### src/rtl/int_pkg.sv
// Shared definitions for the interrupt controller: FSM encoding and fixed source IDs.
package int_pkg;

  typedef enum logic [1:0] {
    IDLE    = 2'd0,
    REQ     = 2'd1,
    SERVICE = 2'd2
  } int_state_t;

  localparam int unsigned TRAP_ID = 0;

endpackage

### src/rtl/int_prio_enc.sv
// Lowest-index-first priority encoder with a valid flag.
module int_prio_enc #(
  parameter int unsigned N = 7,
  parameter int unsigned W = 3
) (
  input  logic [N-1:0] req,
  output logic [W-1:0] idx,
  output logic         valid
);

  always_comb begin
    idx   = '0;
    valid = 1'b0;
    for (int unsigned i = 0; i < N; i++) begin
      if (req[i] && !valid) begin
        idx   = W'(i);
        valid = 1'b1;
      end
    end
  end

endmodule

### src/rtl/int_ctrl.sv
// Interrupt controller: edge/level sources plus a PC-match trap, a pending register,
// a mask, and a non-nesting IDLE/REQ/SERVICE handshake with the CPU.
module int_ctrl
  import int_pkg::*;
#(
  parameter int unsigned           NUM_SRC   = 6,
  parameter logic [NUM_SRC-1:0]    EDGE_MASK = '0,
  parameter logic [31:0]           TRAP_RST  = 32'h0000419c,
  parameter int unsigned           ID_W      = 3
) (
  input  logic               clk,
  input  logic               reset,
  input  logic [NUM_SRC-1:0] irq_in,
  input  logic [31:0]        pcm,
  input  logic               cfg_we,
  input  logic               cfg_sel,
  input  logic [31:0]        cfg_wdata,
  input  logic               trap_en,
  input  logic               int_ack,
  input  logic               int_done,
  output logic               int_req,
  output logic [ID_W-1:0]    int_id,
  output logic [NUM_SRC:0]   pending
);

  int_state_t         state_q, state_d;
  logic [NUM_SRC-1:0] irq_q;
  logic [NUM_SRC-1:0] mask;
  logic [31:0]        trap_addr;
  logic [NUM_SRC:0]   set_vec;
  logic [NUM_SRC:0]   clr_vec;
  logic [ID_W-1:0]    id_d;
  logic [ID_W-1:0]    enc_idx;
  logic               enc_valid;

  always_comb begin
    set_vec          = '0;
    set_vec[TRAP_ID] = trap_en && (pcm == trap_addr);
    for (int unsigned k = 0; k < NUM_SRC; k++) begin
      set_vec[k+1] = EDGE_MASK[k] ? (irq_in[k] & ~irq_q[k]) : irq_in[k];
    end
  end

  int_prio_enc #(
    .N (NUM_SRC + 1),
    .W (ID_W)
  ) u_enc (
    .req   (pending & {mask, 1'b1}),
    .idx   (enc_idx),
    .valid (enc_valid)
  );

  always_comb begin
    state_d = state_q;
    id_d    = int_id;
    clr_vec = '0;
    case (state_q)
      IDLE: begin
        if (enc_valid) begin
          state_d = REQ;
          id_d    = enc_idx;
        end
      end
      REQ: begin
        if (int_ack) begin
          state_d = SERVICE;
          for (int unsigned i = 0; i <= NUM_SRC; i++) begin
            clr_vec[i] = (int_id == ID_W'(i));
          end
        end
      end
      SERVICE: begin
        if (int_done) state_d = IDLE;
      end
      default: state_d = IDLE;
    endcase
  end

  assign int_req = (state_q == REQ);

  always_ff @(posedge clk or posedge reset) begin
    if (reset) begin
      state_q   <= IDLE;
      int_id    <= '0;
      pending   <= '0;
      irq_q     <= '0;
      mask      <= '1;
      trap_addr <= TRAP_RST;
    end else begin
      state_q <= state_d;
      int_id  <= id_d;
      // Set is OR'd after the clear so a same-cycle event on the acked bit survives.
      pending <= (pending & ~clr_vec) | set_vec;
      irq_q   <= irq_in;
      if (cfg_we) begin
        if (cfg_sel) trap_addr <= cfg_wdata;
        else         mask      <= cfg_wdata[NUM_SRC-1:0];
      end
    end
  end

endmodule
### config.mk
export PLATFORM = sky130hd
export DESIGN_NAME = int_ctrl
export DESIGN_NICKNAME = d
export VERILOG_FILES = /design/src/rtl/int_pkg.sv /design/src/rtl/int_prio_enc.sv /design/src/rtl/int_ctrl.sv
export SDC_FILE = /design/constraint.sdc
export NUM_CORES = 1
export LEC_CHECK = 0
export CORE_ASPECT_RATIO = 0.5
export CORE_UTILIZATION = 47
export CTS_CLUSTER_SIZE = 14
export DETAILED_ROUTE_END_ITERATION = 10
export PLACE_DENSITY = 0.85
export SLEW_MARGIN = 30
export SYNTH_ARGS = -nofsm -noshare
export SYNTH_HDL_FRONTEND = slang
export SYNTH_SLANG_ARGS = --single-unit
### constraint.sdc
create_clock -name clk -period 3 [get_ports clk]
set_input_delay 0.3 -clock clk [delete_from_list [all_inputs] [get_ports clk]]
set_output_delay 0.3 -clock clk [all_outputs]
set_load 0.02 [all_outputs]
==> impl_metrics.env <==
export IMPL_outcome="finished, final reports clean"
export IMPL_post_cts_resized=0
export IMPL_most_common_layout_cells="clkdlybuf4s50_1, mux2_2, dfrtp_1, xor2_1, dfstp_2"
export IMPL_place_hpwl_microns=4050
export IMPL_finalHoldViolCount=0
export IMPL_initial_core_util_pct=51.1
export IMPL_min_period_over_period_pct=64.8
export IMPL_seq_area_sq_um=1270
export IMPL_use_met3_pct=4.44
export IMPL_path_class="reg -> out"
export IMPL_power_density_nw_per_um2=571
export IMPL_antenna_left=0
export IMPL_syn_num_nets=257
export IMPL_setup_viol=0
export IMPL_die_area_sq_um=5290
export IMPL_wl_microns=5330
export IMPL_end_kind="primary output"
export IMPL_cts_buffers=5
export IMPL_io_pin_count=88
export IMPL_worst_clock_skew_ns=0.00605
export IMPL_worstPathMaxFanout=7
export IMPL_drive_above_1_share_pct=22.4
export IMPL_hold_class="in -> async"
export IMPL_worst_slack_ns=1.06
export IMPL_arrival_ns=1.64
export IMPL_first_pass_iters=4
export IMPL_cts_tree="built"
export IMPL_syn_inst=180
export IMPL_timing_final_crit_period_ns=1.94
export IMPL_netlist_area_sq_um=2350
export IMPL_antenna_cells=0
export IMPL_route_detailed_drc=0
export IMPL_area_growth_pct=44.8
export IMPL_maxSlewHeadroom_pct=60.5
export IMPL_clk_pin_slew_ns=0.09
export IMPL_row_count=17
export IMPL_multi_input_area_sq_um=1050
export IMPL_core_sq_um=4590
export IMPL_start_kind="register"
export IMPL_yosys_warnings=0
export IMPL_fillers=329
export IMPL_grt_use_met2_pct=41.3
export IMPL_drtIter0Drc=54
export IMPL_grt_most_used_layer="met2"
export IMPL_finalSetupTns_ns=0
export IMPL_cts_sinks=50
export IMPL_worst_slew_pin_slew_ns=0.593
export IMPL_synth_distinct_cells=32
export IMPL_cts_setup_buffers=0
export IMPL_place_gp_congestion=0.811
export IMPL_placedInstanceArea_sq_um=3290
export IMPL_wire_per_inst_microns=15.8
export IMPL_grt_first_pass_wirelength_microns=8500
export IMPL_design_area_sq_um=3400
export IMPL_rrSetupSlack_ns=1.41
export IMPL_route_vias_total=1738
export IMPL_first_global_vias=1824
export IMPL_slew_viol_final=0
export IMPL_irDropWorstVdd_mv=0.308
export IMPL_utilization_pct=73.9
export IMPL_grt_use_total_pct=21.8
export IMPL_grt_max_degree=51
export IMPL_h_tree_depth=2
export IMPL_antenna_found_initial=0
export IMPL_clk_latency_ns=0.29
export IMPL_nets=348
export IMPL_syn_avg_cell_area_sq_um=13.0
export IMPL_synth_seq_area_share_pct=54.0
export IMPL_dpl_worst_slack_ns=1.16
export IMPL_ys_seq_elements=50
export IMPL_cts_root_buf="clkbuf_8"
export IMPL_via_per_inst=5.14
export IMPL_clockBufferDepth=2
export IMPL_fmax_mhz=515
export IMPL_required_ns=2.70
export IMPL_layout_commonest_cell="clkdlybuf4s50_1"
export IMPL_power_total_w=0.00194
export IMPL_die_h_microns=52.0
export IMPL_numPortBuffers=87
export IMPL_drv_cap=0
export IMPL_die_x_microns=102
export IMPL_use_met1_pct=25.6
export IMPL_grt_overflow_total=0
export IMPL_cts_hold_buffers=0
export IMPL_rsz0062_at_grt="false"
export IMPL_leakagePower_nw=1.35
==> final timing paths <==
kind	end	from	cells past startpoint
max	int_req	state_q[1]	2
min	pending[4]	reset	2
max reg2reg	pending[0]	trap_addr[8]	4
min reg2reg	trap_addr[12]	trap_addr[12]	1
max in group asynchronous	trap_addr[10]	reset	2
min in group clk	trap_addr[12]	trap_addr[12]	1
==> Yosys cell counts (all sizes together) <==
master,n,area [sq um]
dfrtp,38,951
mux2,38,428
xor2,31,272
dfstp,12,315
nand2,9,33.8
nor4,7,43.8
a21o,5,37.5
nand3,5,30.0
buf,3,15.0
nor2,3,11.3
o21ai,3,15.0
a22oi,2,15.0
inv,2,7.51
nand3b,2,15.0
nor3,2,10.0
o31ai,2,15.0
or3b,2,17.5
a21oi,1,5.00
a222oi,1,10.0
a22o,1,8.76
a2bb2oi,1,8.76
a311o,1,10.0
a32o,1,10.0
and2b,1,8.76
and4bb,1,12.5
clkbuf,1,3.75
nand2b,1,6.26
nand4,1,6.26
nor2b,1,6.26
o41ai,1,8.76
xnor2,1,8.76
==> worst max-delay path, stage by stage, from the launching register on <==
cell             delay, ns
dfrtp_1               0.46
and2b_2               0.29
clkdlybuf4s50_1       0.61
==> metrics by stage <==
step           instances  hold slack, ns
6_report             338           0.423
5_1_grt              338           0.470
4_1_cts              338           0.447
3_5_place_dp         330           0.514
3_3_place_gp         330           0.507
2_1_floorplan        180           0.392
==> area by class of cell <==
class	instances	area share, %
repair buffers	88	25.9
clock inverters	1	0.884
inverters	2	0.295
flip-flops and latches	50	37.3
multi-input cells	124	31.0
clock buffers	7	2.25
well taps	66	2.43
==> registers in the layout (all words and copies together), names as in the netlist <==
register,cells
state_q,2
mask,6
trap_addr,32
pending,7
int_id,3
==> report_power, final <==
group	total, W	switching, W	internal (W)
Combinational	0.000549	0.000223	0.000326
Clock	0.000451	0.000202	0.000250
Sequential	0.000939	0.000130	0.000809
==> routing by layer <==
metal	vias to the layer above	wire, microns
met5	-	0
met4	0	64
met3	6	275
met2	58	2790
met1	851	2200
li1	823	-
==> logic make-up after synthesis <==
logic type,count (synthesis),share of synthesized area (%)
DFF,50,54.0
muxes,38,18.2
and+or+nand+nor,35,8.59
xor gates and xnor gates,32,11.9
AOI/OAI and AO/OA,19,6.13
buffers and inverters,6,1.12
(Power assumes the default switching activity.)
